## config.mk

```make
export PLATFORM = sky130hd
export DESIGN_NAME = mario_motion_ctrl
export DESIGN_NICKNAME = d
export VERILOG_FILES = /design/src/rtl/mario_motion_ctrl.sv
export SDC_FILE = /design/constraint.sdc
export NUM_CORES = 1
export LEC_CHECK = 0
export CAP_MARGIN = 20
export CORE_ASPECT_RATIO = 0.8
export CORE_MARGIN = 1
export CORE_UTILIZATION = 60
export DETAILED_ROUTE_END_ITERATION = 10
export GPL_TIMING_DRIVEN = 0
export PLACE_DENSITY_LB_ADDON = 0.05
export SLEW_MARGIN = 0
export SYNTH_ARGS = -nofsm -noshare
export SYNTH_HDL_FRONTEND = slang
export SYNTH_SLANG_ARGS = --single-unit
```

## constraint.sdc

```tcl
create_clock -name i_clk -period 10.8 [get_ports i_clk]
set_input_delay 1.08 -clock i_clk [delete_from_list [all_inputs] [get_ports i_clk]]
set_output_delay 1.08 -clock i_clk [all_outputs]
set_load 0.1 [all_outputs]
```

## src/rtl/mario_motion_ctrl.sv

```systemverilog
// Player sprite motion controller: tick-driven horizontal walking with clamping
// and a four-phase jump (IDLE, RISE, HOLD, FALL) with gravity and a fall speed cap.
module mario_motion_ctrl #(
    parameter int X_START   = 32,
    parameter int X_MIN     = 0,
    parameter int X_MAX     = 608,
    parameter int Y_GROUND  = 400,
    parameter int STEP      = 2,
    parameter int JUMP_V0   = 12,
    parameter int GRAVITY   = 1,
    parameter int VMAX      = 15,
    parameter int APEX_HOLD = 4
) (
    input  logic       i_clk,
    input  logic       i_rst,
    input  logic       i_tick,
    input  logic       i_left,
    input  logic       i_right,
    input  logic       i_jump_btn,
    output logic [9:0] o_pos_x,
    output logic [9:0] o_pos_y,
    output logic       o_jump,
    output logic [1:0] o_state
);

    typedef enum logic [1:0] {
        S_IDLE = 2'd0,
        S_RISE = 2'd1,
        S_HOLD = 2'd2,
        S_FALL = 2'd3
    } state_t;

    localparam logic [10:0] L_X_MIN    = 11'(X_MIN);
    localparam logic [10:0] L_X_MAX    = 11'(X_MAX);
    localparam logic [10:0] L_STEP     = 11'(STEP);
    localparam logic [10:0] L_Y_GROUND = 11'(Y_GROUND);

    state_t      r_state;
    logic [9:0]  r_pos_x;
    logic [9:0]  r_pos_y;
    logic [5:0]  r_vy;
    logic [7:0]  r_hold;
    logic        r_jump;
    logic        r_jump_req;
    logic        r_jump_btn_q;

    logic [10:0] w_x_wide;
    logic [9:0]  w_x_next;
    logic [9:0]  w_rise_y;
    logic        w_rise_done;
    logic [5:0]  w_vy_dec;
    logic [6:0]  w_vy_sum;
    logic [5:0]  w_fall_vy;
    logic [10:0] w_fall_sum;
    logic        w_land;
    logic        w_btn_edge;

    // All intermediate comparisons are done one bit wider so neither the left
    // clamp nor the landing test can wrap around.
    always_comb begin
        w_x_wide = {1'b0, r_pos_x};
        w_x_next = r_pos_x;
        if (i_left && !i_right) begin
            w_x_next = (w_x_wide >= L_X_MIN + L_STEP) ? 10'(w_x_wide - L_STEP) : 10'(L_X_MIN);
        end else if (i_right && !i_left) begin
            w_x_next = (w_x_wide + L_STEP > L_X_MAX) ? 10'(L_X_MAX) : 10'(w_x_wide + L_STEP);
        end

        w_rise_y    = ({1'b0, r_pos_y} >= {5'd0, r_vy}) ? (r_pos_y - {4'd0, r_vy}) : 10'd0;
        w_rise_done = ({1'b0, r_vy} <= 7'(GRAVITY));
        w_vy_dec    = r_vy - 6'(GRAVITY);

        w_vy_sum    = {1'b0, r_vy} + 7'(GRAVITY);
        w_fall_vy   = (w_vy_sum > 7'(VMAX)) ? 6'(VMAX) : w_vy_sum[5:0];
        w_fall_sum  = {1'b0, r_pos_y} + {5'd0, w_fall_vy};
        w_land      = (w_fall_sum >= L_Y_GROUND);

        w_btn_edge  = i_jump_btn & ~r_jump_btn_q;
    end

    always_ff @(posedge i_clk) begin
        if (i_rst) begin
            r_state      <= S_IDLE;
            r_pos_x      <= 10'(X_START);
            r_pos_y      <= 10'(Y_GROUND);
            r_vy         <= 6'd0;
            r_hold       <= 8'd0;
            r_jump       <= 1'b0;
            r_jump_req   <= 1'b0;
            r_jump_btn_q <= 1'b0;
        end else begin
            r_jump_btn_q <= i_jump_btn;

            // Presses made while airborne are dropped by the next tick.
            if (i_tick && r_state != S_IDLE) begin
                r_jump_req <= 1'b0;
            end else if (w_btn_edge) begin
                r_jump_req <= 1'b1;
            end else if (i_tick) begin
                r_jump_req <= 1'b0;
            end

            if (i_tick) begin
                r_pos_x <= w_x_next;
                case (r_state)
                    S_IDLE: begin
                        if (r_jump_req) begin
                            r_state <= S_RISE;
                            r_jump  <= 1'b1;
                            r_vy    <= 6'(JUMP_V0);
                        end
                    end
                    S_RISE: begin
                        r_pos_y <= w_rise_y;
                        if (w_rise_done) begin
                            r_state <= S_HOLD;
                            r_vy    <= 6'd0;
                            r_hold  <= 8'(APEX_HOLD);
                        end else begin
                            r_vy <= w_vy_dec;
                        end
                    end
                    S_HOLD: begin
                        r_hold <= r_hold - 8'd1;
                        if (r_hold <= 8'd1) begin
                            r_state <= S_FALL;
                            r_vy    <= 6'd0;
                        end
                    end
                    S_FALL: begin
                        if (w_land) begin
                            r_pos_y <= 10'(Y_GROUND);
                            r_vy    <= 6'd0;
                            r_state <= S_IDLE;
                            r_jump  <= 1'b0;
                        end else begin
                            r_pos_y <= w_fall_sum[9:0];
                            r_vy    <= w_fall_vy;
                        end
                    end
                endcase
            end
        end
    end

    assign o_pos_x = r_pos_x;
    assign o_pos_y = r_pos_y;
    assign o_jump  = r_jump;
    assign o_state = r_state;

endmodule

```

==> out/metrics.yaml, run 1 <==
clocking:
  cts_resized: 0
  htreeDepth: 2
  postCtsSetupBuffers: 0
  clock_sinks: 38
  clock-root-buffer: "clkbuf_8"
  clk_pin_slew_worst_paths_ns: 0.09
  clockBufferDepth: 2
  cts_buffers: 5
  ctsHoldBuffers: 0
  worstSkewPairLatency_ns: 0.30
  cts_tree: "done"
status:
  outcome: "finished clean"
global_route:
  met1_usage: 0.467
  grt_pass1_vias: 3013
  grt_use_met2: 0.502
  antenna_found_initial: 0
  track_usage: 0.320
  grt_max_degree: 14
  use_met3: 0.0500
  gr-total-overflow: 0
  busiest_layer: "met2"
  grt_pass1_wl_um: 14700
layout:
  final_cells: 541
  utilization: 0.737
  drive_gt1_frac: 0.0605
  area_delta_synth_final_pct: 14.5
  antenna_cells: 0
  finalNetCount: 513
synth:
  ys_types: 70
  syn_inst: 443
  synth_seq_cells: 38
  synth_seq_area_share: 0.228
  synthesis.area_mm2: 0.00333
  yosys_warnings: 0
  synth_flop_cell: "dfxtp_1"
  synth_top_area_share: 0.228
  synth-edff-count: 0
  syn_area_per_cell_um2: 7.53
  synth_top_cell_by_area: "dfxtp_1"
  ys_async_sr_fraction: 0
  synth_area_leaders: "dfxtp_1 (23%), ha_1 (10%), nor2_1 (5.1%), a21oi_1 (4.7%), o21ai_0 (3.9%)"
sta:
  finClkSkew_ns: 0.0101
  finalCritPeriodShare: 0.465
  finalHoldViolations: 0
  fin_crit_ns: 5.02
  maxSlewHeadroom: 0.349
  setup_viol: 0
  tns_ns: 0
  worst_slew_pin_slew_ns: 0.974
  drv_slew: 0
  rsz0062_at_grt: "false"
  holdWs_ns: 0.516
  clock.fmax_mhz: 199
worst_setup_path:
  path_cells: "clkbuf_1, inv_1, ha_1, nor4b_1, a211oi_1, nand2_1, ha_1, and2_1, a221oi_1, a21oi_1, o211ai_2, o31ai_2, nor4_4, buf_6, o2111ai_1, a31oi_1"
  path_buf_inv: 3
  end_kind: "flip-flop"
  slowest_delay_ns: 0.55
  cp.arrival_ns: 5.22
  reg2reg_depth: 16
  path_class: "reg -> reg"
  critPathTopFamily: "compound AO/OA/AOI/OAI gates"
  crit_end: "o_pos_y[6]$_SDFFE_PP0P_"
  crit_cells: 16
  cp_slowest_cell: "nor4_4"
  startpoint: "r_vy[0]$_SDFFE_PP0P_"
  r2r_slack_ns: 5.78
  r2r_start: "r_vy[0]$_SDFFE_PP0P_"
  reg2reg_to: "o_pos_y[6]$_SDFFE_PP0P_"
  timing.critical_path.mode_cell: "ha_1"
  worstPathRequired_ns: 11.00
  start_kind: "flip-flop"
  cp_max_fo: 10
detailed_routing:
  ant_nets: 0
  avgRoutedWirePerCell_um: 16.7
  drt-vias-per-instance: 6.51
  dr_total_vias: 3523
  routed_wl_um: 9030
  drt_first_pass_iters: 5
  drt_iter0_markers: 344
  drc_errors: 0
pwr:
  ir_drop_mv: 0.0596
  netSwitchingPower_mw: 0.176
  cellPowerDensity_mw_per_mm2: 123
  combPwrFrac: 0.348
  power_leakage_nw: 1.42
  pwr-share-seq: 0.336
  p_int_mw: 0.295
  power_mw: 0.471
  p_clk_frac: 0.316
  swShare: 0.374
floorplanning:
  die_h_um: 68.7
  die_w_um: 85.3
  core_area_mm2: 0.00518
  dieArea_mm2: 0.00586
  fp-row-count: 23
  initial_utilization: 0.644
  top_level_ports: 29
worst_hold_path:
  hp-class: "reg -> reg"
placement:
  dpl.hpwl_um: 6740
  placed_cells: 533
  port_buffers: 26
  place_congestion: 0.976
run:
  cap_violations: 0
-- kinds of logic after synthesis --
| group | share of synthesized area |
|---|---|
| other | 0.00112 |
| xor gates and xnor gates | 0.0420 |
| muxes | 0.0120 |
| AOI/OAI and AO/OA | 0.285 |
| DFF | 0.228 |
| adders and majority gates | 0.113 |
| and+or+nand+nor | 0.246 |
| buffers and inverters | 0.0720 |
-- tightest hold or removal path, cell delays in order (launching register included) --
cell and delay [ns]:
dfxtp_1 0.33, o21ai_0 0.08, a21oi_1 0.06
-- cell type report --
cell class	count	area, µm²
multi-input combinational	350	2340
timing repair buffer	26	260
tap	62	77.6
clock buffer	5	68.8
clock inverter	3	68.8
fill	424	1360
inverter	29	109
buffer	28	131
sequential	38	761
-- metal layers --
layer / routed length [µm] / vias to the layer above
met4: 96 / 0
met3: 727 / 16
met5: 0 / -
li1: - / 1688
met1: 4390 / 1655
met2: 3810 / 164
-- synthesized netlist by cell type, types with 3 or more instances --
cell type and n:
nor2_1 45, nand3b_1 3, nor3_1 15, ha_1 27
inv_1 29, o31ai_1 4, a21oi_1 31, o211ai_1 4
a31oi_1 10, a221oi_1 6, o21ai_1 4, o22ai_1 5
o41ai_1 3, nand2_1 33, a211oi_2 3, nand2b_1 7
and2_1 3, mux2i_1 4, nand3_1 14, xnor2_1 13
xor2_1 3, o21ai_0 26, nor2b_1 7, nor4_1 4
a211oi_1 8, nor4b_1 3, dfxtp_1 38, and3_1 4
a21o_1 4, clkbuf_1 21, buf_2 3, or3_1 8
-- power by group through the flow --
stage          logic (mW)  registers (mW)  clock network, mW
3_5_place_dp        0.160           0.161                  0
4_1_cts             0.161           0.158              0.150
2_1_floorplan      0.0928           0.194                  0
5_1_grt             0.177           0.159              0.157
3_3_place_gp        0.156           0.161                  0
6_report            0.164           0.158              0.149
-- layout by cell type, fill, tap and decap left out, types with 4 or more instances in the layout --
cell              n
nor3_1           15
nand2_1          33
a21oi_1          31
xnor2_1          13
nor2b_1           7
dfxtp_1          38
a31oi_1          10
or3_1             8
clkbuf_1         21
clkdlybuf4s50_1  26
nor4_1            4
clkbuf_8          5
a211oi_1          8
nand2b_1          7
o21ai_0          26
o31ai_1           4
nor2_1           45
and3_1            4
o211ai_1          4
ha_1             27
nand3_1          14
o22ai_1           5
a221oi_1          6
a21o_1            4
mux2i_1           4
inv_1            29
o21ai_1           4
-- worst min-delay path by stage --
stage | start | end | slack (ns) | cells past startpoint
after CTS | r_vy[4]$_SDFFE_PP0P_ | r_vy[4]$_SDFFE_PP0P_ | 0.51 | 2
after global routing | r_vy[4]$_SDFFE_PP0P_ | r_vy[4]$_SDFFE_PP0P_ | 0.55 | 2
after global placement | r_vy[4]$_SDFFE_PP0P_ | r_vy[4]$_SDFFE_PP0P_ | 0.48 | 2
after floorplan | r_vy[4]$_SDFFE_PP0P_ | r_vy[4]$_SDFFE_PP0P_ | 0.46 | 2
final | r_vy[4]$_SDFFE_PP0P_ | r_vy[4]$_SDFFE_PP0P_ | 0.52 | 2
after detailed placement | r_vy[4]$_SDFFE_PP0P_ | r_vy[4]$_SDFFE_PP0P_ | 0.50 | 2
-- through the flow --
| step | worst slack, ns | cell area [µm²] |
|---|---|---|
| final | 5.78 | 3820 |
| after global routing | 5.43 | 3820 |
| after CTS | 5.83 | 3820 |
| after detailed placement | 5.90 | 3680 |
| after global placement | 5.98 | 3680 |
| after floorplan | 6.84 | 3340 |
-- flip-flops by register name (all words and copies together), names as in the netlist --
register	flops
o_state	2
r_jump_req	1
r_jump_btn_q	1
r_vy	6
r_hold	8
o_pos_x	9
o_pos_y	10
o_jump	1
(Power assumes the default switching activity.)
==> inputs of run 2 (changes only) <==
--- a/config.mk
+++ b/config.mk
@@ -8,7 +8,7 @@
 export CAP_MARGIN = 20
 export CORE_ASPECT_RATIO = 0.8
 export CORE_MARGIN = 1
-export CORE_UTILIZATION = 60
+export CORE_UTILIZATION = 59
 export DETAILED_ROUTE_END_ITERATION = 10
 export GPL_TIMING_DRIVEN = 0
 export PLACE_DENSITY_LB_ADDON = 0.05
==> constraint.sdc (replaced) <==
create_clock -name i_clk -period 5.05 [get_ports i_clk]
set_input_delay 0.505 -clock i_clk [delete_from_list [all_inputs] [get_ports i_clk]]
set_output_delay 0.505 -clock i_clk [all_outputs]
set_load 0.1 [all_outputs]
==> run 2 against run 1 <==
Cell area is 0.66% higher. Core utilization is 3.0 points lower. Maximum frequency is 5.9% higher. Via count is 3.5% lower. Global-route usage is 2.2 points lower. Setup slack worse by 5.5 ns. Sequential cell count stayed put. Register-to-register slack worse by 5.5 ns. Clock skew is 0.0049 ns lower. Sequential power is 110% higher. Critical endpoint is now r_vy[1]$_SDFFE_PP0P_.
==> out/metrics.yaml, run 2 (synthesis gave the netlist of run 1 again) <==
global_route:
  gr-total-overflow: 0  # unchanged
  track_usage: 0.298  # was 0.320
  grt_pass1_vias: 3014  # was 3013
  grt_max_degree: 14  # unchanged
  grt_pass1_wl_um: 14300  # was 14700 µm
  antenna_found_initial: 0  # unchanged
layout:
  largest_reg_flops: 10  # unchanged
  antenna_cells: 0  # unchanged
  final_cell_mix: "nor2_1 (45), dfxtp_1 (38), nand2_1 (33)"  # unchanged
  finalNetCount: 513  # unchanged
  final_cells: 557  # was 541
  fin_area_mm2: 0.00384  # was 0.00382 mm²
  utilization: 0.707  # was 0.737
  final_common_cell: "nor2_1"  # unchanged
  drive_gt1_frac: 0.0626  # was 0.0605
  area_delta_synth_final_pct: 15.2  # was 14.5%
placement:
  dp_slack_ns: 0.249  # was 5.90 ns
  place_congestion: 0.933  # was 0.976
  placed_cells: 549  # was 533
  dpl.hpwl_um: 6350  # was 6740 µm
  placed_area_mm2: 0.00370  # was 0.00368 mm²
  port_buffers: 26  # unchanged
worst_hold_path:
  hold_depth: 2  # unchanged
  worstHoldEndpoint: "r_vy[4]$_SDFFE_PP0P_"  # unchanged
  worstHoldStart: "r_vy[4]$_SDFFE_PP0P_"  # unchanged
  hp-class: "reg -> reg"  # unchanged
floorplanning:
  die_w_um: 86.1  # was 85.3 µm
  fp-row-count: 24  # was 23
  initial_utilization: 0.613  # was 0.644
  dieArea_mm2: 0.00596  # was 0.00586 mm²
  core_area_mm2: 0.00544  # was 0.00518 mm²
  top_level_ports: 29  # unchanged
  die_h_um: 69.2  # was 68.7 µm
detailed_routing:
  drt-vias-per-instance: 6.10  # was 6.51
  dr_total_vias: 3398  # was 3523
  drt_iter0_markers: 241  # was 344
  routed_wl_um: 8800  # was 9030 µm
  ant_nets: 0  # unchanged
  avgRoutedWirePerCell_um: 15.8  # was 16.7 µm
  drc_errors: 0  # unchanged
  drt_first_pass_iters: 5  # unchanged
pwr:
  cellPowerDensity_mw_per_mm2: 263  # was 123 mW/mm²
  power_leakage_nw: 1.42  # about the same
  ir_drop_mv: 0.124  # was 0.0596 mV
  power_mw: 1.01  # was 0.471 mW
worst_setup_path:
  start_kind: "flip-flop"  # unchanged
  path_class: "reg -> reg"  # unchanged
  reg2reg_depth: 16  # unchanged
  r2r_slack_ns: 0.31  # was 5.78 ns
  end_kind: "flip-flop"  # unchanged
  worstPathRequired_ns: 5.27  # was 11.00 ns
  reg2reg_to: "r_vy[1]$_SDFFE_PP0P_"  # was o_pos_y[6]$_SDFFE_PP0P_
  cp_max_fo: 10  # unchanged
  r2r_start: "r_vy[0]$_SDFFE_PP0P_"  # unchanged
  cp.arrival_ns: 4.96  # was 5.22 ns
sta:
  finalCritPeriodShare: 0.938  # was 0.465
  holdWs_ns: 0.496  # was 0.516 ns
  drv_slew: 0  # unchanged
  rsz0062_at_grt: "false"  # unchanged
  finClkSkew_ns: 0.00519  # was 0.0101 ns
  setup_viol: 0  # unchanged
  fin_crit_ns: 4.74  # was 5.02 ns
  finalHoldViolations: 0  # unchanged
  maxSlewHeadroom: 0.349  # about the same
  clock.fmax_mhz: 211  # was 199 MHz
  tns_ns: 0  # unchanged
  setup_ws_ns: 0.311  # was 5.78 ns
  worst_slew_pin_slew_ns: 0.973  # was 0.974 ns
run:
  cap_violations: 0  # unchanged
clocking:
  cts_buffers: 5  # unchanged
  clock_sinks: 38  # unchanged
  htreeDepth: 2  # unchanged
  cts_tree: "done"  # unchanged
  worstSkewPairLatency_ns: 0.30  # about the same
  clockBufferDepth: 2  # unchanged
  clock-root-buffer: "clkbuf_8"  # unchanged
  clk_pin_slew_worst_paths_ns: 0.09  # about the same
status:
  outcome: "finished clean"  # unchanged
-- run 2: cell count changes in the layout (fill, tap and decap cells not counted) --
cell / before / now
a211oi_1: 8 / 7
a211oi_2: 3 / 4
-- run 2: timing repair --
| item | in CTS | in global routing |
|---|---|---|
| hold buffers | 0 | 0 |
| endpoints found under the setup margin | 0 | 14 |
| resized for setup | 0 | 1 |
| buffers inserted | 0 | 0 |
-- run 2: per-layer routing --
metal | global-route usage | vias to the layer above | share of wire
li1 | - | 1687 | -
met5 | 0 | - | 0
met2 | 0.445 | 139 | 0.42
met4 | 0.0667 | 0 | 0.012
met1 | 0.449 | 1560 | 0.49
met3 | 0.0440 | 12 | 0.072
-- run 2: where the power goes --
part           total, mW  internal, mW  leakage (nW)  switching [mW]
combinational      0.347         0.113          1.04           0.233
clock              0.325         0.198        0.0683           0.127
sequential         0.339         0.319         0.309          0.0199
-- run 2: worst max-delay path: stages, from the launching register on --
cell	delay [ns]
dfxtp_1	0.40
clkbuf_1	0.36
inv_1	0.13
ha_1	0.34
nor4b_1	0.17
a211oi_2	0.39
nand2_1	0.23
ha_1	0.33
and2_1	0.16
a221oi_1	0.51
a21oi_1	0.19
o211ai_2	0.26
o31ai_2	0.13
nor4_4	0.55
buf_6	0.24
a21oi_2	0.08
o32ai_2	0.19
-- run 2: area by class of cell --
type	instances	area, µm²
fillers	473	1590
clock inverters	3	68.8
flip-flops and latches	38	761
multi-input cells	350	2350
inverters	29	109
repair buffers	26	260
plain buffers	28	131
well taps	78	97.6
clock buffers	5	68.8
-- run 2: worst max-delay path by stage --
stage / startpoint / end / slack [ns]
floorplan: r_vy[0]$_SDFFE_PP0P_ / r_vy[3]$_SDFFE_PP0P_ / 1.09
global placement: r_vy[0]$_SDFFE_PP0P_ / r_vy[3]$_SDFFE_PP0P_ / 0.36
detailed placement: r_vy[0]$_SDFFE_PP0P_ / r_vy[3]$_SDFFE_PP0P_ / 0.25
CTS: r_vy[0]$_SDFFE_PP0P_ / r_vy[1]$_SDFFE_PP0P_ / 0.21
global route: r_vy[0]$_SDFFE_PP0P_ / r_vy[3]$_SDFFE_PP0P_ / 0.05
finish: r_vy[0]$_SDFFE_PP0P_ / r_vy[1]$_SDFFE_PP0P_ / 0.31
==> inputs of run 3 (changes only) <==
--- a/config.mk
+++ b/config.mk
@@ -6,13 +6,17 @@
 export NUM_CORES = 1
 export LEC_CHECK = 0
 export CAP_MARGIN = 20
+export CELL_PAD_IN_SITES_DETAIL_PLACEMENT = 0
+export CELL_PAD_IN_SITES_GLOBAL_PLACEMENT = 1
 export CORE_ASPECT_RATIO = 0.8
 export CORE_MARGIN = 1
-export CORE_UTILIZATION = 59
+export CORE_UTILIZATION = 48
 export DETAILED_ROUTE_END_ITERATION = 10
+export DONT_BUFFER_PORTS = 1
 export GPL_TIMING_DRIVEN = 0
 export PLACE_DENSITY_LB_ADDON = 0.05
 export SLEW_MARGIN = 0
 export SYNTH_ARGS = -nofsm -noshare
 export SYNTH_HDL_FRONTEND = slang
 export SYNTH_SLANG_ARGS = --single-unit
+export TNS_END_PERCENT = 100
==> run 3 against run 2 <==
Clock power fell by 28%. Critical path depth increased by 3. Register-to-register slack improved by 0.14 ns. Routed wire length increased by 4.7%. Cell area fell by 4.9%. Clock-buffer cell count increased by 1. Setup slack better by 0.14 ns. Via count decreased by 2.9%. Maximum frequency grew 3.0%. Worst hold slack worse by 0.16 ns. Final cell count is 2.5% lower. Core utilization is 15 points lower. Critical endpoint is now o_state[0]$_SDFFE_PP0P_. Highest routed layer unchanged.
==> out/metrics.yaml, run 3 (synthesis gave the netlist of run 1 again) <==
pwr:
  p_clk_frac: 0.259  # was 0.322
  power_leakage_nw: 1.36  # was 1.42 nW
  cellPowerDensity_mw_per_mm2: 247  # was 263 mW/mm²
  ir_drop_mv: 0.139  # was 0.124 mV
  swShare: 0.417  # was 0.376
  combPwrFrac: 0.286  # was 0.343
  netSwitchingPower_mw: 0.377  # was 0.380 mW
  p_int_mw: 0.526  # was 0.631 mW
  pwr-share-seq: 0.455  # was 0.335
  power_mw: 0.903  # was 1.01 mW
worst_setup_path:
  cp_max_fo: 10  # unchanged
  path_class: "reg -> reg"  # unchanged
  path_cells: "clkbuf_2, inv_1, ha_1, nor4b_1, a211oi_2, nand2_1, ha_1, inv_1, fa_1, nand2b_1, a21oi_1, o22a_1, nand3_1, a2111oi_2, nor4_4, buf_4, buf_6, o41ai_1, a21oi_1"  # was clkbuf_1, inv_1, ha_1, nor4b_1, a211oi_2, nand2_1, ha_1, and2_1, a221oi_1, a21oi_1, o211ai_2, o31ai_2, nor4_4, buf_6, a21oi_2, o32ai_2
  reg2reg_depth: 19  # was 16
  critPathTopFamily: "compound AO/OA/AOI/OAI gates"  # unchanged
  start_kind: "flip-flop"  # unchanged
  crit_cells: 19  # was 16
  cp_slowest_cell: "dfxtp_1"  # was nor4_4
  slowest_delay_ns: 0.43  # was 0.55 ns
  startpoint: "r_vy[0]$_SDFFE_PP0P_"  # unchanged
  crit_end: "o_state[0]$_SDFFE_PP0P_"  # was r_vy[1]$_SDFFE_PP0P_
  r2r_slack_ns: 0.45  # was 0.31 ns
  r2r_start: "r_vy[0]$_SDFFE_PP0P_"  # unchanged
  cp.arrival_ns: 4.78  # was 4.96 ns
  end_kind: "flip-flop"  # unchanged
  path_buf_inv: 5  # was 3
  reg2reg_to: "o_state[0]$_SDFFE_PP0P_"  # was r_vy[1]$_SDFFE_PP0P_
  worstPathRequired_ns: 5.23  # was 5.27 ns
floorplanning:
  initial_utilization: 0.510  # was 0.613
  fp-row-count: 26  # was 24
  die_w_um: 95.2  # was 86.1 µm
  die_h_um: 76.6  # was 69.2 µm
  top_level_ports: 29  # unchanged
  dieArea_mm2: 0.00729  # was 0.00596 mm²
  core_area_mm2: 0.00654  # was 0.00544 mm²
layout:
  fillers: 638  # was 473
  final_common_cell: "nor2_1"  # unchanged
  area_delta_synth_final_pct: 9.57  # was 15.2%
  fin_area_mm2: 0.00365  # was 0.00384 mm²
  final-seq-area_um2: 761  # unchanged
  largest_reg_flops: 10  # unchanged
  drive_gt1_frac: 0.0806  # was 0.0626
  multi_input_area_mm2: 0.00235  # unchanged
  antenna_cells: 0  # unchanged
  finalNetCount: 493  # was 513
  final_cell_mix: "nor2_1 (45), dfxtp_1 (38), nand2_1 (33)"  # unchanged
  final_cells: 543  # was 557
run:
  cap_violations: 0  # unchanged
placement:
  port_buffers: 0  # was 26
  placed_cells: 530  # was 549
  placed_area_mm2: 0.00347  # was 0.00370 mm²
  dpl.hpwl_um: 6870  # was 6350 µm
  place_congestion: 0.882  # was 0.933
clocking:
  clk_pin_slew_worst_paths_ns: 0.08  # was 0.09 ns
  worstSkewPairLatency_ns: 0.31  # was 0.30 ns
  clock-root-buffer: "clkbuf_8"  # unchanged
  cts_tree: "done"  # unchanged
  clockBufferDepth: 2  # unchanged
  htreeDepth: 2  # unchanged
  clock_sinks: 38  # unchanged
  cts_buffers: 5  # unchanged
sta:
  finalHoldViolations: 0  # unchanged
  fin_crit_ns: 4.60  # was 4.74 ns
  drv_slew: 0  # unchanged
  rsz0062_at_grt: "false"  # unchanged
  finClkSkew_ns: 0.00978  # was 0.00519 ns
  finalCritPeriodShare: 0.911  # was 0.938
  clock.fmax_mhz: 217  # was 211 MHz
  worst_slew_pin_slew_ns: 1.16  # was 0.973 ns
  setup_viol: 0  # unchanged
  maxSlewHeadroom: 0.228  # was 0.349
  tns_ns: 0  # unchanged
detailed_routing:
  avgRoutedWirePerCell_um: 17.0  # was 15.8 µm
  dr_total_vias: 3300  # was 3398
  drt_iter0_markers: 170  # was 241
  drc_errors: 0  # unchanged
  ant_nets: 0  # unchanged
  drt_first_pass_iters: 5  # unchanged
  drt-vias-per-instance: 6.08  # was 6.10
  routed_wl_um: 9210  # was 8800 µm
global_route:
  grt_pass1_vias: 3077  # was 3014
  antenna_found_initial: 0  # unchanged
  track_usage: 0.267  # was 0.298
  grt_max_degree: 13  # was 14
  grt_pass1_wl_um: 15300  # was 14300 µm
  gr-total-overflow: 0  # unchanged
worst_hold_path:
  hp-class: "in -> reg"  # was reg -> reg
  hold_depth: 1  # was 2
status:
  outcome: "finished clean"  # unchanged
[run 3: cell count changes in the layout (fill, tap and decap cells not counted)]
| cell | change |
|---|---|
| clkinv_4 | -1 |
| buf_16 | +3 |
| clkinvlp_4 | +1 |
| clkinv_2 | +1 |
| buf_4 | +3 |
| clkbuf_8 | +1 |
| clkbuf_1 | -1 |
| bufinv_16 | -2 |
| clkbuf_2 | +1 |
| clkdlybuf4s50_1 | -26 |
[run 3: final cells by class]
type                    instances  share of cell area
multi-input cells             350               0.642
inverters                      29              0.0298
clock buffers                   6              0.0226
plain buffers                  28              0.0363
flip-flops and latches         38               0.208
repair buffers                  6              0.0288
well taps                      84              0.0288
clock inverters                 2             0.00342
[run 3: how the worst min path moves through the flow]
stage | slack [ns] | startpoint | to
after CTS | 0.33 | i_jump_btn | r_jump_btn_q$_SDFF_PP0_
final | 0.33 | i_jump_btn | r_jump_btn_q$_SDFF_PP0_
after global placement | 0.48 | r_vy[4]$_SDFFE_PP0P_ | r_vy[4]$_SDFFE_PP0P_
after floorplan | 0.46 | r_vy[4]$_SDFFE_PP0P_ | r_vy[4]$_SDFFE_PP0P_
after detailed placement | 0.49 | r_vy[4]$_SDFFE_PP0P_ | r_vy[4]$_SDFFE_PP0P_
after global routing | 0.33 | i_jump_btn | r_jump_btn_q$_SDFF_PP0_
[run 3: power groups by stage]
stage | combinational, mW | clock [mW] | sequential (mW)
global route | 0.288 | 0.251 | 0.415
detailed placement | 0.252 | 0 | 0.418
finish | 0.259 | 0.234 | 0.411
floorplan | 0.198 | 0 | 0.414
global placement | 0.245 | 0 | 0.420
CTS | 0.254 | 0.236 | 0.411
[run 3: repair_timing]
item	4_1_cts	5_1_grt
setup buffers	0	3
setup endpoints to repair	0	14
resized for setup	0	3
hold buffers	0	0
[run 3: through the flow]
step	hold slack [ns]	utilization	worst slack, ns
floorplan	0.457	-	1.09
global placement	0.476	0.527	0.126
detailed placement	0.486	0.531	0.0779
CTS	0.325	0.546	0.0356
global route	0.334	0.559	0.0645
finish	0.331	0.559	0.449
[run 3: per-layer routing]
| layer | GRT usage | up-vias | wire [µm] |
|---|---|---|---|
| li1 | - | 1646 | - |
| met1 | 0.398 | 1544 | 4690 |
| met2 | 0.377 | 98 | 3860 |
| met3 | 0.0589 | 12 | 540 |
| met4 | 0.0788 | 0 | 118 |
| met5 | 0 | - | 0 |
==> RTL edit 1: new RTL, flow settings as in run 3 <==
Add an input register stage for `i_tick`, cleared by the reset; this delays it by one clock. The other inputs are not delayed to match.
--- a/src/rtl/mario_motion_ctrl.sv
+++ b/src/rtl/mario_motion_ctrl.sv
@@ -35,4 +35,14 @@
     localparam logic [10:0] L_STEP     = 11'(STEP);
     localparam logic [10:0] L_Y_GROUND = 11'(Y_GROUND);
+
+    logic i_tick_q;
+
+    always_ff @(posedge i_clk) begin
+        if (i_rst) begin
+            i_tick_q <= '0;
+        end else begin
+            i_tick_q <= i_tick;
+        end
+    end
 
     state_t      r_state;
@@ -93,13 +103,13 @@
 
             // Presses made while airborne are dropped by the next tick.
-            if (i_tick && r_state != S_IDLE) begin
+            if (i_tick_q && r_state != S_IDLE) begin
                 r_jump_req <= 1'b0;
             end else if (w_btn_edge) begin
                 r_jump_req <= 1'b1;
-            end else if (i_tick) begin
+            end else if (i_tick_q) begin
                 r_jump_req <= 1'b0;
             end
 
-            if (i_tick) begin
+            if (i_tick_q) begin
                 r_pos_x <= w_x_next;
                 case (r_state)
Formal check against the unedited RTL: not equivalent (Yosys sat finds a counterexample within 4 cycles, from zero or initial values and one cycle with i_rst high).
==> RTL edit 1 against run 3 <==
Sequential share of layout area up 0.81 points. Worst setup slack better by 0.65 ns. Clock skew down 0.0015 ns. Sequential cell count up 1. Non-clock buffer count down 4. Die area up 2.0%. Design area down 1.2%. Wire length down 1.3%. Total power down 18%. Synthesized area up 2.1%. Critical path type unchanged. Highest routed layer unchanged.
==> RTL edit 1: results (changes against run 3) <==
outcome: "completed"  # unchanged
ys_top_cells_by_count: "nor2_1 (47), dfxtp_1 (39), a21oi_1 (36)"  # was nor2_1 (45), dfxtp_1 (38), nand2_1 (33)
insertion_delay_ns: 0.30
port_buffers: 0  # unchanged
dp.cells: 546  # was 530
synth-async-reset-ratio_pct: 0  # unchanged
totalWireLength_um: 9096  # was 9214 µm
grt_usage_pct: 25.89  # was 26.73%
vias_per_cell: 5.913  # was 6.077
p_leak_nw: 1.345  # was 1.356 nW
fillers: 666  # was 638
yosysSeqAreaShare_pct: 22.94  # was 22.81%
synthDistinctLibCells: 65  # was 70
fin_skew_ns: 0.008250  # was 0.009783 ns
vias: 3276  # was 3,300
ctsResizeCount: 0  # unchanged
hp-class: "in2reg"  # unchanged
hpwl_um: 6854  # was 6873 µm
synth_area_leaders: "dfxtp_1 (23%), ha_1 (9.6%), a21oi_1 (5.3%)"  # was dfxtp_1 (23%), ha_1 (10%), nor2_1 (5.1%)
grt_pass1_vias: 2977  # was 3,077
final_layout_size_suffix_gt1_share_pct: 7.923  # was 8.061%
synthCells: 457  # was 443
cts_buffers: 5  # unchanged
largest_reg_flops: 10  # unchanged
clkTransAtPathRegs_ns: 0.09
tightest_slew_ns: 1.122  # was 1.157 ns
antenna_found_initial: 0  # unchanged
ir_worst_vdd_v: 0.0001207  # was 0.0001386 V
grt_max_degree: 14  # was 13
slowest_stage: "or3_1"  # was dfxtp_1
max_stage_delay_ns: 0.42
reg2reg_slack_ns: 1.10  # was 0.45 ns
holdWs_ns: 0.3347  # was 0.3314 ns
grt_pass1_wl_um: 14940  # was 15,300 µm
nets: 500  # was 493
gp_congestion: 0.8633  # was 0.8823
drt_iter0_markers: 209  # was 170
## RTL edit 1: cell types whose count changed after synthesis, sizes merged, moves of 4 or more
| cell | delta |
|---|---|
| o21ai | +5 |
| o21bai | +4 |
| a211oi | -4 |
| nand4 | +4 |
| and4 | +4 |
| buf | +4 |
| a21oi | +4 |
## RTL edit 1: worst reg2reg max path: cells and delay by family (launching register included)
family	cells	cell delay, ns
AO/OA/AOI/OAI	5	1.25
AND/OR/NAND/NOR	3	0.94
adder cells (fa/ha/maj)	2	0.63
buffers and inverters	3	0.60
flip-flops	1	0.40
## RTL edit 1: report_power, final
group | switching (mW) | internal, mW | total [mW]
clock network | 0.125 | 0.0963 | 0.221
registers | 0.0490 | 0.317 | 0.366
logic | 0.0978 | 0.0561 | 0.154
## RTL edit 1: cell type report
class / count / area (µm²) / area share [%]
multi-input cells: 364 / 2395 / 66.37
flip-flops and latches: 39 / 780.7 / 21.64
plain buffers: 30 / 137.6 / 3.814
well taps: 87 / 108.9 / 3.017
inverters: 26 / 97.59 / 2.705
clock buffers: 5 / 68.82 / 1.907
clock inverters: 3 / 20.02 / 0.5548
## RTL edit 1: final timing paths
kind | startpoint | endpoint | depth (start not counted)
min | i_tick | i_tick_q | 1
min reg2reg | r_vy[4] | r_vy[4] | 2
max | r_vy[0] | o_pos_y[6] | 13
max reg2reg | r_vy[0] | o_pos_y[6] | 13
## RTL edit 1: routing by layer
metal / track usage [%] / wire length (µm) / vias up
met5: 0 / 0 / -
met4: 4.328 / 51 / 0
met3: 4.960 / 618 / 5
met2: 34.54 / 3471 / 104
met1: 41.96 / 4955 / 1497
li1: - / - / 1670
## RTL edit 1: cells by family (layout without fill, tap and decap cells)
group                      after synthesis  after routing  synth area share [%]
and+or+nand+nor                        169            169                 25.11
AOI/OAI and AO/OA                      140            140                 27.76
buffers and inverters                   56             64                 6.912
DFF                                     39             39                 22.94
adders and majority gates               28             28                 10.74
xor gates and xnor gates                18             18                 4.633
muxes                                    6              6                 1.802
other                                    1              3                0.1102
## RTL edit 1: per-stage QoR
stage	power (mW)	util [%]	setup slack, ns	cell area [µm²]
after global placement	0.5222	51.32	1.161	3520
after detailed placement	0.5233	51.32	1.159	3520
after CTS	0.7448	52.62	1.137	3608
after floorplan	0.4904	-	1.747	3411
after global routing	0.7783	52.62	0.8891	3608
final	0.7406	52.62	1.096	3608
==> RTL edit 2: new RTL, settings of run 3 <==
Made on the original files. `JUMP_V0`: 12 -> 8.
--- a/src/rtl/mario_motion_ctrl.sv
+++ b/src/rtl/mario_motion_ctrl.sv
@@ -7,5 +7,5 @@
     parameter int Y_GROUND  = 400,
     parameter int STEP      = 2,
-    parameter int JUMP_V0   = 12,
+    parameter int JUMP_V0   = 8,
     parameter int GRAVITY   = 1,
     parameter int VMAX      = 15,
Check against the original RTL: not equivalent (a bounded check fails within 4 cycles, from zero or initial values and one cycle with i_rst high).
==> RTL edit 2 against run 3 <==
Sequential share of layout area about the same. Total power up 13%. Critical path depth down 2. Worst setup slack worse by 0.14 ns. Fmax down 2.9%. Synthesized area up 0.23%. Sequential cell count unchanged. Synthesized cell count down 1.4%. Wire length down 4.1%. First-iteration DRC count up 61%. Design area down 0.17%.
==> RTL edit 2: results (changes against run 3) <==
outcome: "completed"  # unchanged
reg2reg_slack_ns: 0.31  # was 0.45 ns
diodes: 0  # unchanged
worstRegToRegCells: 17  # was 19
synthMuxAreaShare_pct: 1.572  # was 1.201%
r2r-end: "r_vy[3]"  # was o_state[0]
final_layout_size_suffix_gt1_share_pct: 6.904  # was 8.061%
p_leak_nw: 1.386  # was 1.356 nW
post_drt_wl_per_cell_um: 16.57  # was 16.97 µm
placed_cell_area_mm2: 0.003482  # was 0.003475 mm²
hpwl_um: 6694  # was 6873 µm
gp_congestion: 0.9063  # was 0.8823
fin_skew_ns: 0.004491  # was 0.009783 ns
internal-power_uw: 626.7  # was 526.3 µW
crit_type: "reg2reg"  # unchanged
synth_top_area_share_pct: 22.76  # was 22.81%
synth-xor-area-share_pct: 4.455  # was 4.203%
synth-adder-area-share_pct: 11.31  # was 11.33%
max_slew_margin_pct: 24.14  # was 22.77%
synthDistinctLibCells: 69  # was 70
drt_iter0_markers: 273  # was 170
syn_avg_cell_area_um2: 7.647  # was 7.527 µm²
slowest_stage: "or4_4"  # was dfxtp_1
grt_max_degree: 14  # was 13
synth_compound_area_share_pct: 28.57  # was 28.52%
grt_pass1_wl_um: 14510  # was 15,300 µm
comb-power_uw: 278  # was 259 µW
crit_arrival_ns: 4.90  # was 4.78 ns
nets: 483  # was 493
grt_pass1_vias: 2924  # was 3,077
dp.cells: 524  # was 530
yosysSeqAreaShare_pct: 22.76  # was 22.81%
max_stage_delay_ns: 0.55  # was 0.43 ns
vias: 3266  # was 3,300
fillers: 619  # was 638
vias_per_cell: 6.128  # was 6.077
grt_usage_pct: 25.25  # was 26.73%
ir_worst_vdd_v: 0.0001311  # was 0.0001386 V
ys_top_cells_by_count: "dfxtp_1 (38), a21oi_1 (37), nor2_1 (37)"  # was nor2_1 (45), dfxtp_1 (38), nand2_1 (33)
synth_area_leaders: "dfxtp_1 (23%), ha_1 (10%), a21oi_1 (5.5%)"  # was dfxtp_1 (23%), ha_1 (10%), nor2_1 (5.1%)
p_clk_uw: 322  # was 234 µW
## RTL edit 2: layout make-up
cell class / count / area, µm² / share of cell area (%)
Clock buffer: 5 / 68.82 / 1.887
Inverter: 27 / 101.3 / 2.779
Sequential cell: 38 / 760.7 / 20.86
Buffer: 23 / 96.34 / 2.642
Multi-Input combinational cell: 351 / 2391 / 65.56
Tap cell: 84 / 105.1 / 2.882
Clock inverter: 3 / 68.82 / 1.887
Timing Repair Buffer: 2 / 55.05 / 1.509
## RTL edit 2: cell families (layout without fill, tap and decap cells)
family / Yosys count / after routing
flip-flops: 38 / 38
other: 1 / 3
AO/OA/AOI/OAI: 136 / 136
buffers and inverters: 50 / 60
AND/OR/NAND/NOR: 161 / 161
XOR/XNOR: 17 / 17
multiplexers: 5 / 5
adder cells (fa/ha/maj): 29 / 29
## RTL edit 2: routing by layer
layer / track usage (%) / share of wire (%)
met5: 0 / 0
met4: 4.545 / 0.74
met1: 40.56 / 54
met2: 34.29 / 39
met3: 4.491 / 6.0
## RTL edit 2: stage by stage
step / worst slack, ns / power, mW / hold slack, ns
finish: 0.3127 / 1.016 / 0.3514
floorplan: 1.064 / 0.6342 / 0.4659
global route: 0.03683 / 1.069 / 0.3389
global placement: 0.4697 / 0.6903 / 0.4831
CTS: 0.4259 / 1.020 / 0.3402
detailed placement: 0.4632 / 0.6957 / 0.4930
## RTL edit 2: worst reg2reg max path: cells and delay by family (launching register included)
kind / cells / cell delay (ns)
buffers and inverters: 4 / 0.75
AND/OR/NAND/NOR: 4 / 1.14
adder cells (fa/ha/maj): 3 / 0.95
flip-flops: 1 / 0.42
AO/OA/AOI/OAI: 6 / 1.33
